### config.mk
export PLATFORM = sky130hd
export DESIGN_NAME = ftile_xcvr_rx_lane_aligner
export DESIGN_NICKNAME = d
export VERILOG_FILES = /design/src/rtl/ftile_xcvr_rx_lane_aligner.sv
export SDC_FILE = /design/constraint.sdc
export NUM_CORES = 1
export LEC_CHECK = 0
export BUFFER_PORTS_ARGS = -buffer_cell sky130_fd_sc_hd__buf_4
export CORE_AREA = 4 4 249 251
export DETAILED_ROUTE_END_ITERATION = 16
export DIE_AREA = 0 0 253 255
export HOLD_SLACK_MARGIN = 0.1
export PLACE_DENSITY = 0.58
export SYNTH_ARGS = -nofsm -noshare
export SYNTH_HDL_FRONTEND = slang
export SYNTH_SLANG_ARGS = --single-unit
### constraint.sdc
create_clock -name rx_clkout -period 3.1 [get_ports rx_clkout]
set_input_delay 0.465 -clock rx_clkout [delete_from_list [all_inputs] [get_ports rx_clkout]]
set_output_delay 0.465 -clock rx_clkout [all_outputs]
set_load 0.03 [all_outputs]
### src/rtl/ftile_xcvr_rx_lane_aligner.sv
`default_nettype none
// ============================================================================
// Module  : ftile_xcvr_rx_lane_aligner
// Brief   : Per-lane RX word slicer with sync-marker lock, stripping and error counting.
// Revision: 1.0 - initial release
// ============================================================================
module ftile_xcvr_rx_lane_aligner #(
  parameter int                LANES         = 4,
  parameter int                PAR_W         = 80,
  parameter int                DATA_W        = 64,
  parameter int                VALID_BIT     = 79,
  parameter logic [DATA_W-1:0] SYNC_PATTERN  = 64'hA5A5_5A5A_0F0F_F0F0,
  parameter int                MARKER_PERIOD = 16,
  parameter int                LOCK_CNT      = 4,
  parameter int                UNLOCK_CNT    = 8,
  parameter int                ERR_CNT_W     = 16
) (
  input  logic                       rx_clkout,
  input  logic                       reset_n,
  input  logic [LANES*PAR_W-1:0]     rx_parallel_data,
  input  logic                       err_clear,
  output logic [LANES*DATA_W-1:0]    rx_data,
  output logic [LANES-1:0]           rx_valid,
  output logic [LANES-1:0]           lane_locked,
  output logic                       all_locked,
  output logic [LANES*ERR_CNT_W-1:0] err_count
);

  localparam int POS_W  = (MARKER_PERIOD > 2) ? $clog2(MARKER_PERIOD) : 1;
  localparam int GOOD_W = (LOCK_CNT > 1) ? $clog2(LOCK_CNT + 1) : 1;
  localparam int BAD_W  = (UNLOCK_CNT > 1) ? $clog2(UNLOCK_CNT + 1) : 1;

  localparam logic [POS_W-1:0]     c_POS_LAST   = POS_W'(MARKER_PERIOD - 1);
  localparam logic [POS_W-1:0]     c_POS_ONE    = POS_W'(1);
  localparam logic [GOOD_W-1:0]    c_GOOD_ONE   = GOOD_W'(1);
  localparam logic [GOOD_W-1:0]    c_GOOD_LOCK  = GOOD_W'(LOCK_CNT);
  localparam logic [BAD_W-1:0]     c_BAD_UNLOCK = BAD_W'(UNLOCK_CNT);
  localparam logic [ERR_CNT_W-1:0] c_ERR_MAX    = '1;

  typedef enum logic [1:0] {
    ST_HUNT   = 2'd0,
    ST_VERIFY = 2'd1,
    ST_LOCKED = 2'd2
  } state_t;

  for (genvar l = 0; l < LANES; l++) begin : g_lane
    state_t                r_state, w_state_nxt;
    logic [POS_W-1:0]      r_pos, w_pos_nxt;
    logic [GOOD_W-1:0]     r_good, w_good_nxt;
    logic [BAD_W-1:0]      r_bad, w_bad_nxt;
    logic [ERR_CNT_W-1:0]  r_err, w_err_nxt;
    logic [DATA_W-1:0]     r_data;
    logic                  r_valid;
    logic                  r_locked;
    logic                  w_in_v;
    logic                  w_mk;
    logic                  w_slot0;
    logic                  w_miss;
    logic [DATA_W-1:0]     w_pay;

    assign w_in_v  = rx_parallel_data[l*PAR_W + VALID_BIT];
    assign w_pay   = rx_parallel_data[l*PAR_W +: DATA_W];
    assign w_mk    = w_in_v & (w_pay == SYNC_PATTERN);
    assign w_slot0 = (r_pos == '0);

    always_comb begin
      w_state_nxt = r_state;
      w_pos_nxt   = r_pos;
      w_good_nxt  = r_good;
      w_bad_nxt   = r_bad;
      w_miss      = 1'b0;
      if (w_in_v) begin
        w_pos_nxt = (r_pos == c_POS_LAST) ? '0 : r_pos + 1'b1;
        case (r_state)
          ST_HUNT: begin
            if (w_mk) begin
              // The marker just seen defines slot 0, so the next word is slot 1.
              w_pos_nxt  = c_POS_ONE;
              w_good_nxt = c_GOOD_ONE;
              if (LOCK_CNT == 1) begin
                w_state_nxt = ST_LOCKED;
                w_bad_nxt   = '0;
              end else begin
                w_state_nxt = ST_VERIFY;
              end
            end
          end
          ST_VERIFY: begin
            if (w_slot0) begin
              if (w_mk) begin
                w_good_nxt = r_good + 1'b1;
                if (w_good_nxt == c_GOOD_LOCK) begin
                  w_state_nxt = ST_LOCKED;
                  w_bad_nxt   = '0;
                end
              end else begin
                w_state_nxt = ST_HUNT;
                w_good_nxt  = '0;
              end
            end
          end
          ST_LOCKED: begin
            if (w_slot0) begin
              if (w_mk) begin
                w_bad_nxt = '0;
              end else begin
                w_miss    = 1'b1;
                w_bad_nxt = r_bad + 1'b1;
                if (w_bad_nxt == c_BAD_UNLOCK) begin
                  w_state_nxt = ST_HUNT;
                  w_good_nxt  = '0;
                end
              end
            end
          end
          default: begin
            w_state_nxt = ST_HUNT;
            w_good_nxt  = '0;
          end
        endcase
      end
    end

    always_comb begin
      w_err_nxt = r_err;
      if (err_clear) begin
        w_err_nxt = '0;
      end else if (w_miss && (r_err != c_ERR_MAX)) begin
        w_err_nxt = r_err + 1'b1;
      end
    end

    always_ff @(posedge rx_clkout or negedge reset_n) begin
      if (!reset_n) begin
        r_state  <= ST_HUNT;
        r_pos    <= '0;
        r_good   <= '0;
        r_bad    <= '0;
        r_err    <= '0;
        r_data   <= '0;
        r_valid  <= 1'b0;
        r_locked <= 1'b0;
      end else begin
        r_state  <= w_state_nxt;
        r_pos    <= w_pos_nxt;
        r_good   <= w_good_nxt;
        r_bad    <= w_bad_nxt;
        r_err    <= w_err_nxt;
        if (w_in_v) begin
          r_data <= w_pay;
        end
        // Uses the pre-update state: slot 0 is always stripped, marker or not.
        r_valid  <= w_in_v & (r_state == ST_LOCKED) & ~w_slot0;
        r_locked <= (w_state_nxt == ST_LOCKED);
      end
    end

    assign rx_data[l*DATA_W +: DATA_W]       = r_data;
    assign rx_valid[l]                       = r_valid;
    assign lane_locked[l]                    = r_locked;
    assign err_count[l*ERR_CNT_W +: ERR_CNT_W] = r_err;
  end : g_lane

  assign all_locked = &lane_locked;

endmodule
`default_nettype wire

[Word-level counts from Yosys, hierarchy flattened]
Index checks and enable logic that the tools add are counted.
Cells by class
  bitwise gates (word level): 16
  $add $sub $neg: 16
  reductions and logical operators: 29
  mux-type cells: 124
  equal/unequal tests: 60
Operators with widths (count)
  $eq A64 B64 Y1 const B: 4
  $mux W16: 8
  $mux W4: 32
  $mux W3: 24
  $add A16 B1 Y16 const B: 4
  $mux W2: 32
  $ne A16 B16 Y1 const B: 4
  $ne A2 B2 Y1 const B: 28
  $reduce_and A6 Y1: 8
  $pmux W3 S3: 4
  $add A4 B1 Y4 const B: 8
  $eq A4 B4 Y1 const B: 8
  $pmux W4 S2: 4
  $pmux W2 S3: 4
  $eq A2 B2 Y1 const B: 8
  $logic_not A4 Y1: 4
  $mux W1: 16
  $reduce_bool A2 Y1: 8
  $add A3 B1 Y3 const B: 4
  $and A1 B1 Y1: 12
  $eq A3 B3 Y1 const B: 4
  $eq A2 B1 Y1 const B: 4
  $logic_not A2 Y1: 4
  $logic_and A1 B1 Y1: 4
  other kinds (2): 5
Storage, ports and cells
  logic and storage cells: 277
  input bits: 323
  flip-flop bits (word level): 380
  output and inout bits: 329

[Depth between registers and ports, before layout]
  depth in word-level cells: 9
  gate-level depth with buffers: 10
  depth with buffers taken out: 9

[Worst setup path after synthesis]
OpenSTA, ideal clock, no wires.
  path kind: input to register
  start point: input port rx_parallel_data[101]
  end point: register g_lane[1].r_bad[2]
  cell stages on the path: 6
  required time: 2982 ps
  arrival time: 2337 ps
  library setup time: 118 ps
  slack: 645 ps
  path buffers: 0
  cell sequence: or4_1 > or4_1 > or4_4 > nor3_2 > a21oi_2 > a21o_1
Between the ends
  cells in the longest elaborated chain, start to end: 5
  elaborated cells on any way between the ends: 7
  those cells by class: eq/ne: 2; mux: 3; bitwise: 1; reduce/logical: 1
RTL lines
  start, declared: RTL line 20  | input logic [LANES*PAR_W-1:0] rx_parallel_data,
  $eq A64 B64 Y1 (*): RTL line 63  | assign w_mk = w_in_v & (w_pay == SYNC_PATTERN);
  $and A1 B1 Y1 (*): RTL line 63
  $mux W4: RTL line 104  | if (w_mk) begin
  $mux W4: RTL line 103  | if (w_slot0) begin
  $pmux W4 S2: RTL line 74  | case (r_state)
  end signal, assigned: RTL line 147  | r_bad <= w_bad_nxt;
  end, declared: RTL line 50  | logic [BAD_W-1:0] r_bad, w_bad_nxt;
Mark *: on every way between the ends. The rest lies on a longest branch, timed or not. The select of a mux whose other input is x is not followed.
A chain may end at the register's enable or synchronous reset.

[Worst setup path after layout]
  start point: input port rx_parallel_data[297]
  end point: register g_lane[3].r_err[12]
Between the ends
  cells in the longest elaborated chain, start to end: 8
RTL lines
  $eq A64 B64 Y1: RTL line 63
  $and A1 B1 Y1: RTL line 63
  $mux W1: RTL line 104
  $mux W1: RTL line 103
  $mux W1: RTL line 74
  $mux W1: RTL line 72  | if (w_in_v) begin
  $logic_and A1 B1 Y1: RTL line 128  | end else if (w_miss && (r_err != c_ERR_MAX)) begin
  $reduce_bool A2 Y1 (no source line)
  end signal, assigned: RTL line 148  | r_err <= w_err_nxt;
  end, declared: RTL line 51  | logic [ERR_CNT_W-1:0] r_err, w_err_nxt;
No other way between the ends.

==> key figures <==
Logic synthesis
  • YS warnings: 0
  • Seq cells post-synth: 380
  • Synth Instances: between 1000 and 1500
  • Post-Syn Area per Cell: about 12 um^2
  • Top_reg_cell synth: dfrtp_1
  • Largest cells by area after synthesis: dfrtp_1 55%, mux2_2 17%, ha_1 1.7%
  • Part of the Yosys area used for sequential elements: 0.546
  • Post-Syn Area: approximately 17000 um^2
  • Synth top area share: 0.546
  • Cell accounting for the most synthesized area: dfrtp_1
  • EDFF count, synth: 0
  • Async SR Flop Fraction: 1.00
  • Distinct cells, synth: 66
  • Syn_nets: around 1800

Setup path
  • Cell breakdown of the critical path: dlygate4sd3_1, buf_4, nor4bb_1, nand4_1, nor4_1, buf_4, nand4_1, buf_4, and3_1, nand4_1, mux2_2
  • Top delay family on crit path: simple AND/OR/NAND/NOR gates
  • Crit Path Max Fanout: 15
  • Critical path's largest stage delay: between 0.5 and 0.6 ns
  • Kind of critical path: in -> reg
  • R2R depth: 9
  • Crit path max-delay cell type: dlygate4sd3_1
  • CP Depth: 11
  • Worst EP required: 3.54 ns
  • Arr. time, crit path: between 3 and 4 ns
  • CP Capture Type: flop
  • Buf+Inv Stages, Crit Path: 4
  • Startpoint Class: input pin

Floorplanning
  • Die area: approximately 65000 um^2
  • Boundary Pins: between 600 and 700
  • Cell Rows: 90
  • Initial Utilization: 0.291
  • Core area: between 50000 and 60000 um^2
  • Die width: about 250 um
  • Die height: around 260 um

Global route
  • Grt ovf: 0
  • Initial antenna violation count: 2
  • First-pass GRT wire length: roughly 85000 um
  • Total track usage: 0.164
  • Largest net degree at the start of global routing: 76
  • Number of global-route vias before repair: around 15000

Timing
  • Setup tns final: 0 ns
  • Final worst clock skew: 0.0148 ns
  • Max Slew Vio Count: 0
  • Fin crit share: 0.958
  • Slew HR: 0.348
  • Worst-margin pin slew: just under 1 ns
  • Final setup viols: 0
  • Hold_ws: around 0.15 ns
  • Min Tclk post-route: roughly 3.0 ns
  • Max Clk Rate: approximately 340 MHz
  • Final hold violation count: 0
  • RSZ-0062 raised after global routing: no

Routing
  • First DRT Iteration DRCs: 739
  • DRC: 0
  • Via-per-instance ratio: 4.86
  • DR pass1 iterations: 5
  • DR vias: between 10000 and 15000
  • Detail Route Antenna Nets: 0
  • Final WL: roughly 56000 um
  • Wire per inst: 19.2 um

Clock tree
  • Clk sinks: between 300 and 400
  • CTS tree: done
  • Clock buffer count from CTS: 46
  • Clk Latency, worst-skew pair: ~0.56 ns
  • Setup bufs post-CTS: 0
  • Clock transition at the registers of the reported paths: 0.06 ns
  • H-tree Lvls: 2
  • Longest Clk Path Bufs: 3
  • CTS root buffer: clkbuf_16

Power and ir drop
  • Int Power: 10.3 mW
  • Power per cell area: ~570 nW/um^2
  • Net switching power: 4.08 mW
  • Combinational fraction of design power: 0.203
  • Clk pwr share: 0.395
  • Peak supply drop: 0.000413 V
  • Sw frac: 0.284
  • Overall power: between 10 and 15 mW
  • Sequential power share: 0.402
  • Pleak: 11.3 nW

Final layout
  • Share of layout cells above drive strength 1: 0.459
  • Final Non-Filler Cells: 2911
  • Layout Nets: 2444
  • Seq. cell area: 9510 um^2
  • Area of the multi-input gates: between 7000 and 8000 um^2
  • Area growth from synthesis to layout: 43.5%
  • N_diodes: 0
  • Layout fillers: ~5700
  • Post-Route Utilization: 0.417

Min path
  • Worst hold path stage count: 2
  • Worst hold path type: in -> reg

Job
  • Max Cap Viol: 0

Place
  • Buffers on Ports: around 600
  • Placed insts: 2777
  • HPWL after DPL: about 43000 um
  • GPL Wtd Cong: 0.814

Run status
  • Status: finished clean
sequential cells by signal, summed over array words and instances (netlist names):
name,cells
g_lane.r_bad,16
g_lane.r_data,256
g_lane.r_err,64
g_lane.r_good,12
g_lane.r_locked,4
g_lane.r_pos,16
g_lane.r_state,8
g_lane.r_valid,4
through the flow:
stage               worst slack [ns]  instance area, um^2
global route                  0.0322                25000
global placement               0.127                22900
detailed placement             0.104                22900
floorplan                      0.645                17400
CTS                            0.161                25000
finish                         0.131                25000
placed cells by master (no fill, tap or decap), drive strengths merged, types with 10 or more instances in the layout:
cell type    Yosys  final
or3             11     11
nand3           55     55
a21oi           32     32
a22o            11     11
nand4           46     46
or4             14     14
and4b           10     10
nor4bb          24     24
nand2b          12     12
nand2           75     75
nor4            18     18
buf             20    621
mux2           266    266
xor2            24     24
and3            20     20
nor4b           23     23
dlygate4sd3      0     54
nor3            21     21
dfrtp          380    380
xnor2           21     21
nor2            80     80
o21ai           42     42
ha              24     24
nor2b           25     25
inv             29     30
clkbuf          46     69
cells in the mapped netlist (all sizes together), types with 12 or more instances:
master and n:
inv 29, nand2b 12, xnor2 21, xor2 24, ha 24, nor4b 23, nor4bb 24, a21oi 32
nor2b 25, mux2 266, nand3 55, nor4 18, nor3 21, nand4 46, o21ai 42, dfrtp 380
nand2 75, and3 20, or4 14, buf 20, nor2 80, clkbuf 46
worst register-to-register path: stages (launching register included):
cell	delay, ns
dfrtp_1	0.41
inv_1	0.10
ha_1	0.14
nor3b_2	0.20
nand2_1	0.14
or2_0	0.29
a211oi_4	0.64
nand4_1	0.21
xnor2_1	0.16
nor2b_1	0.12
metal layers:
metal / share of wire / up-vias / global-route usage
li1: - / 6604 / -
met1: 0.41 / 7095 / 0.204
met5: 0.00023 / - / 0
met3: 0.052 / 103 / 0.0362
met2: 0.51 / 331 / 0.283
met4: 0.032 / 2 / 0.0545
path summary, 6_finish.rpt:
| path | from | endpoint | slack [ns] |
|---|---|---|---|
| max | rx_parallel_data[297] | g_lane[3].r_err[12] | 0.13 |
| min | rx_parallel_data[256] | g_lane[3].r_data[16] | 0.15 |
| max reg2reg | g_lane[1].r_pos[0] | g_lane[1].r_err[13] | 0.55 |
| min reg2reg | g_lane[3].r_data[43] | g_lane[3].r_data[43] | 0.50 |
| max in group asynchronous | reset_n | g_lane[0].r_data[12] | 1.74 |
| min in group asynchronous | reset_n | g_lane[1].r_data[19] | 0.50 |
cell type report:
cell class / instances / area share
sequential: 380 / 0.380
multi-input combinational: 965 / 0.301
timing repair buffer: 675 / 0.211
clock buffer: 69 / 0.0556
tap: 782 / 0.0391
clock inverter: 11 / 0.00836
inverter: 29 / 0.00435
cell families after synthesis:
logic type	synth area share
adders and majority gates	0.0172
muxes	0.175
AOI/OAI and AO/OA	0.0529
DFF	0.546
xor gates and xnor gates	0.0226
buffers and inverters	0.0225
and+or+nand+nor	0.164
power groups by stage:
stage	Sequential (mW)	Combinational [mW]	Clock [mW]
3_3_place_gp	5.82	2.83	0
6_report	5.77	2.92	5.68
5_1_grt	5.83	3.12	6.07
3_5_place_dp	5.85	2.89	0
4_1_cts	5.77	2.95	5.86
2_1_floorplan	6.48	0.906	0
what timing repair did:
action / CTS / global route
setup endpoints to repair: 0 / 1
hold buffers: 54 / 0
resized for setup: 0 / 1
hold endpoints to repair: 118 / 0
Power figures use the tool's default switching activity.
